--- src/rtl/uart_rx_fifo.sv ---
// 8N1 UART receiver feeding a first-word-fall-through byte FIFO.
// Overrun and framing errors are reported through sticky flags.
module uart_rx_fifo #(
  parameter int CLK_HZ          = 140000000,
  parameter int SCLK_HZ         = 115200,
  parameter int FIFO_DEPTH_BITS = 4
) (
  input  logic                     clk,
  input  logic                     reset_n,
  input  logic                     uart_rxd,
  input  logic                     rd_en,
  output logic [7:0]               rd_data,
  output logic                     rd_valid,
  output logic [FIFO_DEPTH_BITS:0] count,
  output logic                     overrun,
  output logic                     frame_err,
  input  logic                     err_clr
);

  localparam int DIV   = CLK_HZ / SCLK_HZ;
  localparam int HALF  = DIV / 2;
  localparam int CW    = $clog2(DIV);
  localparam int DEPTH = 1 << FIFO_DEPTH_BITS;

  localparam logic [CW-1:0] HALF_M1 = CW'(HALF - 1);
  localparam logic [CW-1:0] DIV_M1  = CW'(DIV - 1);
  localparam logic [FIFO_DEPTH_BITS:0] FULL_CNT = (FIFO_DEPTH_BITS + 1)'(DEPTH);

  localparam logic [2:0] S_IDLE  = 3'd0;
  localparam logic [2:0] S_START = 3'd1;
  localparam logic [2:0] S_DATA  = 3'd2;
  localparam logic [2:0] S_STOP  = 3'd3;
  localparam logic [2:0] S_BREAK = 3'd4;

  logic                       rx_meta;
  logic                       rxs;
  logic [2:0]                 state;
  logic [CW-1:0]              cnt;
  logic [2:0]                 idx;
  logic [7:0]                 shreg;
  logic [7:0]                 mem [DEPTH];
  logic [FIFO_DEPTH_BITS-1:0] wr_ptr;
  logic [FIFO_DEPTH_BITS-1:0] rd_ptr;
  logic                       stop_tick;
  logic                       full;
  logic                       pop;
  logic                       push;
  logic                       drop;
  logic                       ferr_set;

  // A pop in the stop-sample cycle frees a slot, so a full FIFO still accepts the byte.
  assign stop_tick = (state == S_STOP) && (cnt == '0);
  assign full      = (count == FULL_CNT);
  assign pop       = rd_en && rd_valid;
  assign push      = stop_tick && rxs && (!full || pop);
  assign drop      = stop_tick && rxs && full && !pop;
  assign ferr_set  = stop_tick && !rxs;
  assign rd_valid  = (count != '0);
  assign rd_data   = mem[rd_ptr];

  always_ff @(posedge clk or negedge reset_n) begin
    if (!reset_n) begin
      rx_meta <= 1'b1;
      rxs     <= 1'b1;
    end else begin
      rx_meta <= uart_rxd;
      rxs     <= rx_meta;
    end
  end

  always_ff @(posedge clk or negedge reset_n) begin
    if (!reset_n) begin
      state <= S_IDLE;
      cnt   <= '0;
      idx   <= '0;
      shreg <= '0;
    end else begin
      case (state)
        S_IDLE: begin
          if (!rxs) begin
            cnt   <= HALF_M1;
            state <= S_START;
          end
        end
        S_START: begin
          if (cnt != '0) begin
            cnt <= cnt - CW'(1);
          end else if (rxs) begin
            state <= S_IDLE;
          end else begin
            cnt   <= DIV_M1;
            idx   <= '0;
            state <= S_DATA;
          end
        end
        S_DATA: begin
          if (cnt != '0) begin
            cnt <= cnt - CW'(1);
          end else begin
            shreg[idx] <= rxs;
            cnt        <= DIV_M1;
            if (idx == 3'd7) state <= S_STOP;
            else             idx   <= idx + 3'd1;
          end
        end
        S_STOP: begin
          if (cnt != '0) cnt   <= cnt - CW'(1);
          else           state <= rxs ? S_IDLE : S_BREAK;
        end
        S_BREAK: begin
          if (rxs) state <= S_IDLE;
        end
        default: state <= S_IDLE;
      endcase
    end
  end

  always_ff @(posedge clk) begin
    if (push) mem[wr_ptr] <= shreg;
  end

  always_ff @(posedge clk or negedge reset_n) begin
    if (!reset_n) begin
      wr_ptr <= '0;
      rd_ptr <= '0;
      count  <= '0;
    end else begin
      if (push) wr_ptr <= wr_ptr + 1'b1;
      if (pop)  rd_ptr <= rd_ptr + 1'b1;
      case ({push, pop})
        2'b10:   count <= count + 1'b1;
        2'b01:   count <= count - 1'b1;
        default: count <= count;
      endcase
    end
  end

  // Set takes priority over a simultaneous clear.
  always_ff @(posedge clk or negedge reset_n) begin
    if (!reset_n) begin
      overrun   <= 1'b0;
      frame_err <= 1'b0;
    end else begin
      overrun   <= drop     || (overrun   && !err_clr);
      frame_err <= ferr_set || (frame_err && !err_clr);
    end
  end

endmodule
--- config.mk ---
export PLATFORM = sky130hd
export DESIGN_NAME = uart_rx_fifo
export DESIGN_NICKNAME = d
export VERILOG_FILES = /design/src/rtl/uart_rx_fifo.sv
export SDC_FILE = /design/constraint.sdc
export NUM_CORES = 1
export LEC_CHECK = 0
export CAP_MARGIN = 20
export CORE_MARGIN = 3
export CORE_UTILIZATION = 40
export CTS_CLUSTER_SIZE = 28
export DETAILED_ROUTE_END_ITERATION = 12
export GPL_ROUTABILITY_DRIVEN = 0
export GPL_TIMING_DRIVEN = 0
export REMOVE_ABC_BUFFERS = 1
export SETUP_SLACK_MARGIN = 0.4
export SYNTH_ARGS = -nofsm -noshare
export SYNTH_HDL_FRONTEND = slang
export SYNTH_SLANG_ARGS = --single-unit
--- constraint.sdc ---
create_clock -name clk -period 4.4 [get_ports clk]
set_input_delay 1.1 -clock clk [delete_from_list [all_inputs] [get_ports clk]]
set_output_delay 1.1 -clock clk [all_outputs]
set_load 0.03 [all_outputs]
* Yosys cells after proc, flatten, opt, wreduce, memory -nomap -nowiden
Memory sizes are Yosys's and may differ from the RTL's. Cells that the tools add are included.
Storage, ports and cells: word-level logic and storage cells 93, bits in writable memories 128, ROM bits 0, memories kept 1, output and inout bits 16, bits in registers 42, latch bits 0
Memory list:
- mem | words 16, width 8, rd ports 1, clocked after memory_dff 0, wr ports 1, RTL line 41 | logic [7:0] mem [DEPTH];
Operators by class: bitwise gates (word level) 1, muxes and demuxes 26, magnitude comparators 2, equality and inequality tests 18, multiply operators 0, reduce and logical (&&, ||, !) cells 28, divide/modulo/power cells 0, shifts and indexed selects 0, $add $sub $neg 6
Operators with widths (number):
- 2-to-1 mux 11 bit | 5
- one-hot mux 11 bit (4 select lines) | 1
- 2-to-1 mux 3 bit | 11
- != test 2 bit (second input constant) | 8
- one-hot mux 3 bit (5 select lines) | 1
- logical NOT 11 bit | 1
- nonzero test 11 bit | 1
- subtractor 11 x 1 -> 11 bit (second input constant) | 1
- logical AND 1 bit | 10
- one-hot mux 5 bit (2 select lines) | 1
- adder 4 x 1 -> 4 bit (second input constant) | 2
- bitwise mux 8 bit | 1
- equality test 3 x 2 -> 1 bit (second input constant) | 2
- equality test 3 bit (second input constant) | 2
- one-hot mux 3 bit (2 select lines) | 1
- AND reduction 6 bit | 1
- adder 5 x 1 -> 5 bit (second input constant) | 1
- equality test 5 bit (second input constant) | 1
- AND reduction 5 bit | 1
- nonzero test 5 bit | 1
- subtractor 5 x 1 -> 5 bit (second input constant) | 1
- logical NOT 1 bit | 4
- < comparator 3 x 4 -> 1 bit (second input constant) | 1
- AND reduction 4 bit | 1
- 16 further kinds | 21

* Depth between registers and ports, before layout
word-level depth 6, gate-level depth with buffers 12, mapped depth without buffers 11

* Worst setup path before layout
No wires, ideal clock.
path type register to output, start point register rd_ptr[0], end point output port rd_data[0], path buffers 2, data required time 3.300 ns, slack 0.972 ns, stages on the path, launching flop included 5, data arrival time 2.328 ns, path through dfrtp_1 clkbuf_1 buf_1 mux4_2 mux4_2
Between the ends: longest elaborated chain between the ends 1
RTL lines:
- start, declared | RTL line 43 | logic [FIFO_DEPTH_BITS-1:0] rd_ptr;
- start signal, assigned | RTL line 129 | if (pop) rd_ptr <= rd_ptr + 1'b1;
- memory (16 x 8 bit)
- end, declared | RTL line 12 | output logic [7:0] rd_data,
Every way passes these cells.

* Worst setup path after layout
start point register rd_ptr[1], end point output port rd_data[3]
The elaborated chain is that of the path after synthesis.

==> flow_metrics.tcl <==
set metrics [dict create \
    proportion_of_synthesized_flip_flops_having_asynchronous_set_or_reset_pct 24.7 \
    globalRouteTotalUtil_pct 15.3 \
    rsz_0062_raised_after_global_routing "false" \
    synth_seq_cells 170 \
    min_period_over_period_pct 88.8 \
    dr.pass1.iters 5 \
    core_um2 17500 \
    number_of_warnings_printed_during_yosys_synthesis 0 \
    routed_length_per_instance_um 20.1 \
    finalHoldWorstSlack_ns 0.360 \
    htree_num_levels 4 \
    mostFrequentLayoutCell "edfxtp_1" \
    layout.cells.non_filler 693 \
    critical_path.max_fanout 35 \
    synth.distinct_cells 60 \
    synth_edf_count 128 \
    switching_share_pct 26.2 \
    min_path_type "reg -> reg" \
    cts.sink_count 170 \
    clk_root_buffer_cell "clkbuf_16" \
    worst-setup-path-type "reg -> out" \
    timing.final.crit_period_ns 3.91 \
    via_count_of_the_first_global_routing_pass 4041 \
    power-per-cell-area_nw_per_um2 474 \
    yosys.area.top_type_share_pct 53.2 \
    arrival_ns 2.81 \
    pwr-share-seq_pct 49.6 \
    design.die.area_um2 19700 \
    place_inst 659 \
    syn_avg_cell_area_um2 16.6 \
    layout.nets 471 \
    multi_input_comb_area_um2 2210 \
    sequential_cell_area_um2 4900 \
    antenna_diode_instance_count 0 \
    number_of_buffers_added_by_the_clock_tree_synthesis_step 17 \
    via_cell_ratio 5.58 \
    rows 48 \
    place.port_buffers 20 \
    detail_route.wirelength_um 13900 \
    drv_slew 0 \
    overflow 0 \
    number_of_antenna_violations_at_the_first_check_in_global_routing 0 \
    drt_drc_violations_left 0 \
    critical_path.startpoint_type "flop" \
    comb_power_share_pct 13.6 \
    grt_pass1_wl_um 22600 \
    chip_width_um 140 \
    p_leak_nw 3.11 \
    dr_vias 3870 \
    cts.hold.buffers_added 0 \
    initial_utilization_pct 41.4 \
    design_area_um2 8240 \
    timing.critical_path.required_ns 3.30 \
    place.detailed.hpwl_um 8840 \
    setup_viol 0 \
    worst_clock_skew_ns 0.0196 \
    final_layout_size_suffix_gt1_share_pct 20.9 \
    clock_tree.buffer_depth 2 \
    synth_flop_cell "edfxtp_1" \
    area.growth.synth_to_final_pct 14.0 \
    max_clock_freq_mhz 256 \
    final_util_pct 47.1 \
    relSlewSlack_pct 32.4 \
    run_status "complete, no violations" \
    clock_power_share_pct 36.8 \
    maxCapViolCount 0 \
    fillerInstances 1448 \
    most_used_cells_in_the_layout_excluding_fill_and_tap_cells "128 x edfxtp_1, 40 x mux4_2, 38 x dfrtp_1" \
    largest_net_degree_at_the_start_of_global_routing 36 \
    r2r_slack_ns 0.82 \
    synth_top_area_cell "edfxtp_1" \
    sequential_share_of_the_synthesized_area_pct 67.7 \
    cts_tree "yes" \
    ant_nets 0 \
    synth_area_um2 7230 \
    p_sw_w 0.00103 \
    dpl-instance-area_um2 7660 \
    drtIter0Drc 305 \
    slew_at_the_pin_closest_to_its_max_slew_limit_ns 1.01 \
    top_cells_by_area_in_the_synthesized_netlist "edfxtp_1 53%, dfrtp_1 14%, mux4_2 12%, ha_1 1.9%, nor2_1 1.5%" \
    vdd_drop_max_mv 0.305 \
    worst_skew_pair.late_latency_ns 0.44 \
    post_synth_inst_count 435 \
    design.portCount 21 \
    hold_viol 0 \
    cts_clk_pin_slew_worst_paths_ns 0.06 \
    fp.dieH_um 140 \
    setup.worst_path.end_class "primary output" \
    cellInternalPower_w 0.00288 \
]
worst max-delay path: stages, from the launching register on:
cell             delay (ns)
dfrtp_4                0.78
mux4_2                 0.41
mux4_2                 0.52
clkdlybuf4s50_1        0.63
cell usage after synthesis (all sizes together) (2+ instances only):
| library cell | instances |
|---|---|
| o21ai | 14 |
| ha | 11 |
| a31o | 3 |
| a211oi | 2 |
| a31oi | 4 |
| xor2 | 2 |
| buf | 12 |
| or4 | 5 |
| edfxtp | 128 |
| inv | 8 |
| mux4 | 40 |
| dfstp | 2 |
| o22a | 3 |
| xnor2 | 8 |
| dfrtp | 40 |
| clkbuf | 11 |
| mux2 | 10 |
| nor3 | 13 |
| o21a | 2 |
| or2 | 2 |
| nor2 | 29 |
| a21oi | 9 |
| nand2b | 4 |
| nand2 | 28 |
| nand3 | 3 |
| a22o | 3 |
| nor3b | 6 |
| or3 | 3 |
| nand4 | 3 |
| nor4 | 6 |
state kept, by name (all words and copies together) (netlist names):
name	cells
mem	128
cnt	11
shreg	8
count	5
rd_ptr	4
wr_ptr	4
idx	3
state	3
frame_err	1
overrun	1
rx_meta	1
rxs	1
layout make-up:
class / instances / share of cell area (%)
clock inverters: 11 / 1.44
multi-input cells: 234 / 26.9
clock buffers: 21 / 5.35
repair buffers: 24 / 3.04
flip-flops and latches: 170 / 59.5
well taps: 225 / 3.42
inverters: 8 / 0.364
metal layers:
layer  part of all wire [%]  track usage, %  wire length (um)  vias up
met5                      0               0                 0        -
met4                    1.4            5.05               202        0
met3                    3.9            4.13               539       24
met2                     50            24.5              6950       93
met1                     45            20.4              6250     1993
li1                       -               -                 -     1760
stage by stage:
step           power [W]  setup TNS (ns)  worst slack, ns
3_3_place_gp     0.00247           -4.40           -0.592
6_report         0.00391               0            0.494
4_1_cts          0.00395               0            0.469
2_1_floorplan    0.00228               0            0.640
3_5_place_dp     0.00250               0            0.489
5_1_grt          0.00407               0            0.416
power by group through the flow:
stage                     registers [W]  logic, W  clock network [W]
final                           0.00194  0.000532            0.00144
after global routing            0.00195  0.000579            0.00154
after CTS                       0.00194  0.000543            0.00146
after detailed placement        0.00202  0.000482                  0
after global placement          0.00206  0.000408                  0
after floorplan                 0.00200  0.000275                  0
logic make-up after synthesis:
family / count (synthesis) / share of synthesized area [%]
DFF: 170 / 67.7
and+or+nand+nor: 112 / 8.62
muxes: 51 / 14.2
AOI/OAI and AO/OA: 50 / 4.59
buffers and inverters: 31 / 1.78
adders and majority gates: 11 / 1.90
xor gates and xnor gates: 10 / 1.21
final timing paths:
path                       startpoint    endpoint  cells past startpoint
setup / recovery            rd_ptr[1]  rd_data[3]                      3
hold / removal                rx_meta         rxs                      0
setup reg to reg               cnt[0]   mem[7][1]                      7
hold reg to reg               rx_meta         rxs                      0
max in group asynchronous     reset_n         rxs                      2
min in group asynchronous     reset_n    count[3]                      1
timing repair:
item	in CTS	in global routing
setup buffers	2	0
endpoints found under the setup margin	8	0
resized for setup	2	0
(Power assumes the default switching activity.)
